`config.mk`:
```
export PLATFORM = sky130hd
export DESIGN_NAME = qspi_mem_ctrl
export DESIGN_NICKNAME = d
export VERILOG_FILES = /design/src/rtl/qspi_mem_ctrl.sv
export SDC_FILE = /design/constraint.sdc
export NUM_CORES = 1
export LEC_CHECK = 0
export BUFFER_PORTS_ARGS = -buffer_cell sky130_fd_sc_hd__buf_2
export CORE_ASPECT_RATIO = 2
export CORE_MARGIN = 2
export CORE_UTILIZATION = 45
export DETAILED_ROUTE_END_ITERATION = 8
export PLACE_DENSITY = 0.66
export SYNTH_ARGS = -nofsm -noshare
export SYNTH_HDL_FRONTEND = slang
export SYNTH_SLANG_ARGS = --single-unit
```
`constraint.sdc`:
```
create_clock -name clk -period 2.4 [get_ports clk]
set_input_delay 0.12 -clock clk [delete_from_list [all_inputs] [get_ports clk]]
set_output_delay 0.12 -clock clk [all_outputs]
set_load 0.005 [all_outputs]
```
`src/rtl/qspi_mem_ctrl.sv`:
```
// qspi_mem_ctrl: single-byte QSPI initiator for the flash and two PSRAMs on
// the QSPI Pmod. One request becomes one CS-framed transaction:
// CMD / ADDR / (MODE / DUMMY) / DATA, four bits per SCK, SCK = clk/2.
// Pads are decoded combinationally from the registered state, so the
// asynchronous reset puts them back to idle values without a clock edge.
module qspi_mem_ctrl #(
    parameter int ADDRESS_WIDTH = 24,
    parameter int DUMMY_CYCLES  = 4
) (
    input  logic                     clk,
    input  logic                     rst_n,
    input  logic                     req_valid,
    output logic                     req_ready,
    input  logic                     req_write,
    input  logic [1:0]               req_target,
    input  logic [ADDRESS_WIDTH-1:0] req_addr,
    input  logic [7:0]               req_wdata,
    output logic                     rsp_valid,
    output logic                     rsp_err,
    output logic [7:0]               rsp_rdata,
    output logic [7:0]               uio_out,
    output logic [7:0]               uio_oe,
    input  logic [7:0]               uio_in
);

    typedef enum logic [3:0] {
        S_IDLE, S_SELECT, S_CMD, S_ADDR, S_MODE, S_DUMMY, S_DATA, S_DESELECT, S_RESP
    } state_t;

    // Phase lengths in clk cycles (two clk per SCK period).
    localparam int CW = 16;
    localparam logic [CW-1:0] CMD_LEN   = CW'(4);
    localparam logic [CW-1:0] ADDR_LEN  = CW'(12);
    localparam logic [CW-1:0] MODE_LEN  = CW'(4);
    localparam logic [CW-1:0] DUMMY_LEN = CW'(2 * DUMMY_CYCLES);
    localparam logic [CW-1:0] DATA_LEN  = CW'(4);

    localparam logic [7:0] OP_READ  = 8'hEB;
    localparam logic [7:0] OP_WRITE = 8'h38;

    state_t         state_q, state_d;
    logic [CW-1:0]  cnt_q, cnt_d;
    logic           write_q, write_d;
    logic           err_q, err_d;
    logic [1:0]     tgt_q, tgt_d;
    logic [23:0]    addr_q, addr_d;
    logic [7:0]     wdata_q, wdata_d;
    logic [7:0]     rdata_q, rdata_d;

    logic [ADDRESS_WIDTH+23:0] addr_ext;
    logic [23:0]    req_addr24;
    logic [CW-1:0]  phase_len;
    logic           phase_last;
    logic [2:0]     nib_idx;
    logic [3:0]     nib_in;
    logic [3:0]     nib_out;
    logic [23:0]    addr_sh;
    logic [7:0]     op;
    logic [2:0]     cs_n;       // {RAM B, RAM A, flash}
    logic           sck;
    logic           sd_oe;
    logic           unused_bits;

    assign nib_in  = {uio_in[5], uio_in[4], uio_in[2], uio_in[1]};
    assign nib_idx = cnt_q[3:1];
    assign op      = write_q ? OP_WRITE : OP_READ;
    assign addr_sh = addr_q << {nib_idx, 2'b00};

    assign unused_bits = ^{uio_in[7:6], uio_in[3], uio_in[0], addr_ext[ADDRESS_WIDTH+23:24]};

    // Zero-extend or truncate the request address to the 24 bits on the wire.
    always_comb begin
        addr_ext = '0;
        addr_ext[ADDRESS_WIDTH-1:0] = req_addr;
        req_addr24 = addr_ext[23:0];
    end

    // Length of the current clocked phase and its last-cycle flag.
    always_comb begin
        phase_len = CMD_LEN;
        case (state_q)
            S_ADDR:  phase_len = ADDR_LEN;
            S_MODE:  phase_len = MODE_LEN;
            S_DUMMY: phase_len = DUMMY_LEN;
            S_DATA:  phase_len = DATA_LEN;
            default: phase_len = CMD_LEN;
        endcase
        phase_last = (cnt_q == phase_len - CW'(1));
    end

    // State register and latched request fields.
    always_ff @(posedge clk or negedge rst_n) begin
        if (!rst_n) begin
            state_q <= S_IDLE;
            cnt_q   <= '0;
            write_q <= 1'b0;
            err_q   <= 1'b0;
            tgt_q   <= 2'd0;
            addr_q  <= '0;
            wdata_q <= '0;
            rdata_q <= '0;
        end else begin
            state_q <= state_d;
            cnt_q   <= cnt_d;
            write_q <= write_d;
            err_q   <= err_d;
            tgt_q   <= tgt_d;
            addr_q  <= addr_d;
            wdata_q <= wdata_d;
            rdata_q <= rdata_d;
        end
    end

    // Next-state: phase sequencing, request capture, read-nibble capture.
    always_comb begin
        state_d = state_q;
        cnt_d   = cnt_q + CW'(1);
        write_d = write_q;
        err_d   = err_q;
        tgt_d   = tgt_q;
        addr_d  = addr_q;
        wdata_d = wdata_q;
        rdata_d = rdata_q;
        case (state_q)
            S_IDLE: begin
                cnt_d = '0;
                if (req_valid) begin
                    write_d = req_write;
                    tgt_d   = req_target;
                    addr_d  = req_addr24;
                    wdata_d = req_wdata;
                    err_d   = (req_target == 2'd3) || (req_write && req_target == 2'd0);
                    state_d = err_d ? S_RESP : S_SELECT;
                end
            end
            S_SELECT: begin
                cnt_d   = '0;
                state_d = S_CMD;
            end
            S_CMD: if (phase_last) begin
                cnt_d   = '0;
                state_d = S_ADDR;
            end
            S_ADDR: if (phase_last) begin
                cnt_d   = '0;
                state_d = write_q ? S_DATA : S_MODE;
            end
            S_MODE: if (phase_last) begin
                cnt_d   = '0;
                state_d = (DUMMY_CYCLES > 0) ? S_DUMMY : S_DATA;
            end
            S_DUMMY: if (phase_last) begin
                cnt_d   = '0;
                state_d = S_DATA;
            end
            S_DATA: begin
                // Capture on the edge that ends the SCK high phase.
                if (!write_q && cnt_q[0]) rdata_d = {rdata_q[3:0], nib_in};
                if (phase_last) begin
                    cnt_d   = '0;
                    state_d = S_DESELECT;
                end
            end
            S_DESELECT: begin
                cnt_d   = '0;
                state_d = S_RESP;
            end
            S_RESP: begin
                cnt_d   = '0;
                state_d = S_IDLE;
            end
            default: begin
                cnt_d   = '0;
                state_d = S_IDLE;
            end
        endcase
    end

    // Pad decode: chip select, SCK (low phase on even counts) and SD nibble.
    always_comb begin
        cs_n    = 3'b111;
        sck     = 1'b0;
        sd_oe   = 1'b0;
        nib_out = 4'h0;
        if (state_q inside {S_SELECT, S_CMD, S_ADDR, S_MODE, S_DUMMY, S_DATA}) begin
            case (tgt_q)
                2'd0:    cs_n = 3'b110;
                2'd1:    cs_n = 3'b101;
                2'd2:    cs_n = 3'b011;
                default: cs_n = 3'b111;
            endcase
        end
        case (state_q)
            S_CMD: begin
                sck     = cnt_q[0];
                sd_oe   = 1'b1;
                nib_out = (nib_idx == 3'd0) ? op[7:4] : op[3:0];
            end
            S_ADDR: begin
                sck     = cnt_q[0];
                sd_oe   = 1'b1;
                nib_out = addr_sh[23:20];
            end
            S_MODE: begin
                sck   = cnt_q[0];
                sd_oe = 1'b1;
            end
            S_DUMMY: sck = cnt_q[0];
            S_DATA: begin
                sck = cnt_q[0];
                if (write_q) begin
                    sd_oe   = 1'b1;
                    nib_out = (nib_idx == 3'd0) ? wdata_q[7:4] : wdata_q[3:0];
                end
            end
            default: ;
        endcase
    end

    assign uio_out   = {cs_n[2], cs_n[1], nib_out[3], nib_out[2], sck, nib_out[1], nib_out[0], cs_n[0]};
    assign uio_oe    = {1'b1, 1'b1, sd_oe, sd_oe, 1'b1, sd_oe, sd_oe, 1'b1};
    assign req_ready = (state_q == S_IDLE);
    assign rsp_valid = (state_q == S_RESP);
    assign rsp_err   = (state_q == S_RESP) && err_q;
    assign rsp_rdata = rdata_q;

endmodule

```
==> results.toml <==
[final_layout]
antenna_cells = 0
fill_cells = 598
syn_to_final_growth_pct = 20.72
post-route-util_pct = 56.41
fin_nets = 388
drive_gt1_share_pct = 41.40

[synthesis]
yosys.area.top_type = "dfrtp_1"
netlist_top_cells_count = "dfrtp_1, mux2_2, nor2_1"
yosysWarnings = 0
synth-seq-cells = 64
synth_flop_cell = "dfrtp_1"
synth_edf_count = 0
yosysMostFrequentCell = "dfrtp_1"
syn_avg_cell_area_um2 = 11.88
synth_top_area_share_pct = 49.38
synth_cells = 273
yosysUniqueCellTypes = 41
synth.area.top_cells = "dfrtp_1, mux2_2, mux2i_1"
synth_area_mm2 = 0.003243
synthArstFlopShare_pct = 100.0
yosysSeqAreaShare_pct = 49.38

[clock_tree]
cts.sinks = 64
cts_buffer_depth = 2
holdBufCountCts = 1
cts_tree = "done"
post-cts-setup-buffers = 0
cts_resized = 0
clock_latency_ps = 330
cts-htree-levels = 3
path_clk_slew_ps = 50
numCtsBuffers = 9
root_buffer = "clkbuf_16"

[detailed_routing]
routed_via_density = 5.097
ant_nets = 0
drc = 0
dr.pass1.iters = 4
wl_per_cell_um = 14.44
vias = 2207
wirelength_um = 6253
first_iter_violations = 52

[run_status]
status = "finished clean"

[global_route]
grtUsageMet1_pct = 18.12
grt_pass1_vias = 2331
grt-busiest-layer = "met2"
grt_pass1_wl_um = 10510
grtUsageTotal_pct = 17.61
antenna_found_initial = 0
grt_start_max_net_pins = 38
use_met2_pct = 31.90
grt-ovfl-total = 0
grt.met3_usage_pct = 5.330

[power]
ir_drop_mv = 0.8106
power_leakage_nw = 1.869
power_density_mw_per_mm2 = 1313

[placed_design]
gp_congestion = 0.7747
dp_hpwl_um = 4685
port_buffers = 64

[timing]
tightest_slew_ps = 830.7
slew_violations = 0
fmax_mhz = 498.0
fin_crit_ps = 2008
rsz0062_at_grt = "false"
finalClockSkew_ps = 5.902
slew_headroom_pct = 44.62
setup_viol = 0
fin_crit_sh_pct = 83.67
tns_ps = 0
finalHoldViolCount = 0

[floorplanning]
start_util_pct = 46.73
core_area_mm2 = 0.006940
ios = 73
die_w_um = 64.03
die_area_mm2 = 0.007943
rows = 43
die_h_um = 124.1

[setup_path]
crit_path_end_kind = "primary output"
cp_data_required_time_ps = 2280
max_stage_delay_ps = 510
crit_buf_inv = 2
start_kind = "register"
slowest_stage = "dfrtp_1"
worstPathMaxFanout = 10
path_delay_family = "flip-flops"
critPathKind = "register to primary output"
cp_cell_sequence = "buf_4, mux2i_1, a22oi_1, nand3_1, o221ai_1, buf_2"
arrival_ps = 1890

[run]
cap_violations = 0

[worst_hold_path]
min_path_type = "input pin to register"
-- registers in the layout, summed over array words and instances (netlist names) --
signal	flops
err_q	1
cnt_q	16
write_q	1
wdata_q	8
state_q	4
addr_q	24
rsp_rdata	8
tgt_q	2
-- layout make-up --
| type | count | area (um2) | share of cell area (%) |
|---|---|---|---|
| clock buffer | 11 | 252.7 | 6.456 |
| clock inverter | 5 | 78.83 | 2.013 |
| inverter | 3 | 11.26 | 0.2876 |
| multi-input combinational | 187 | 1455 | 37.17 |
| sequential | 64 | 1602 | 40.91 |
| tap | 90 | 112.6 | 2.876 |
| timing repair buffer | 73 | 402.9 | 10.29 |
-- metal layers --
layer | share of wire, % | vias up
li1 | - | 1087
met1 | 38 | 1071
met3 | 3.5 | 9
met5 | 0 | -
met4 | 2.1 | 0
met2 | 57 | 40
-- report_power, final --
group / internal [W] / switching, W / total [W]
Clock: 0.000962 / 0.000445 / 0.00141
Sequential: 0.00151 / 0.000343 / 0.00186
Combinational: 0.00101 / 0.000870 / 0.00188
Total: 0.00348 / 0.00166 / 0.00514
-- layout by cell type, fill, tap and decap left out, types with 4 or more instances in the layout --
| cell type | count |
|---|---|
| dfrtp_1 | 64 |
| buf_2 | 64 |
| mux2_2 | 43 |
| nor2_1 | 21 |
| mux2i_1 | 16 |
| nand2_1 | 14 |
| nand3_1 | 11 |
| xor2_1 | 11 |
| clkbuf_16 | 9 |
| buf_4 | 7 |
| nor3_1 | 6 |
| o21ai_0 | 5 |
| xnor2_1 | 5 |
| a22oi_1 | 4 |
| and3_1 | 4 |
| ha_1 | 4 |
| conb_1 | 4 |
-- worst reg2reg max path, stage by stage (launching register included) --
cell     delay, ps
dfrtp_1        490
buf_4          210
nor4_2         370
nand2_2         70
buf_4          260
mux2_2         350
-- final timing paths --
check / endpoint / from / cells after the start / slack [ps]
max: uio_out[2] / cnt_q[1] / 6 / 390
min: rsp_rdata[1] / uio_in[2] / 2 / 20
max reg2reg: addr_q[3] / state_q[3] / 5 / 530
min reg2reg: err_q / err_q / 2 / 480
max in group asynchronous: wdata_q[6] / rst_n / 3 / 1330
min in group asynchronous: cnt_q[14] / rst_n / 2 / 430
-- stage by stage --
step,total power [W],std cells,worst slack [ps],hold slack (ps),instance area [um2]
finish,0.005141,433,392.0,18.32,3915
global route,0.005512,433,281.7,13.38,3915
CTS,0.005220,433,354.8,7.197,3915
detailed placement,0.003785,416,540.0,270.9,3573
global placement,0.003716,416,550.8,262.2,3573
floorplan,0.003287,276,610.1,-175.6,3254
-- logic make-up (layout without fill, tap and decap cells) --
family,Yosys count,count (layout),share of synthesized area [%]
flip-flops,64,64,49.38
multiplexers,60,60,20.22
other,1,4,0.1156
XOR/XNOR,16,16,4.321
buffers and inverters,25,92,6.095
adder cells (fa/ha/maj),4,4,1.543
AND/OR/NAND/NOR,84,84,14.43
AO/OA/AOI/OAI,19,19,3.897
Note: power is estimated with default switching activity, not from simulation.
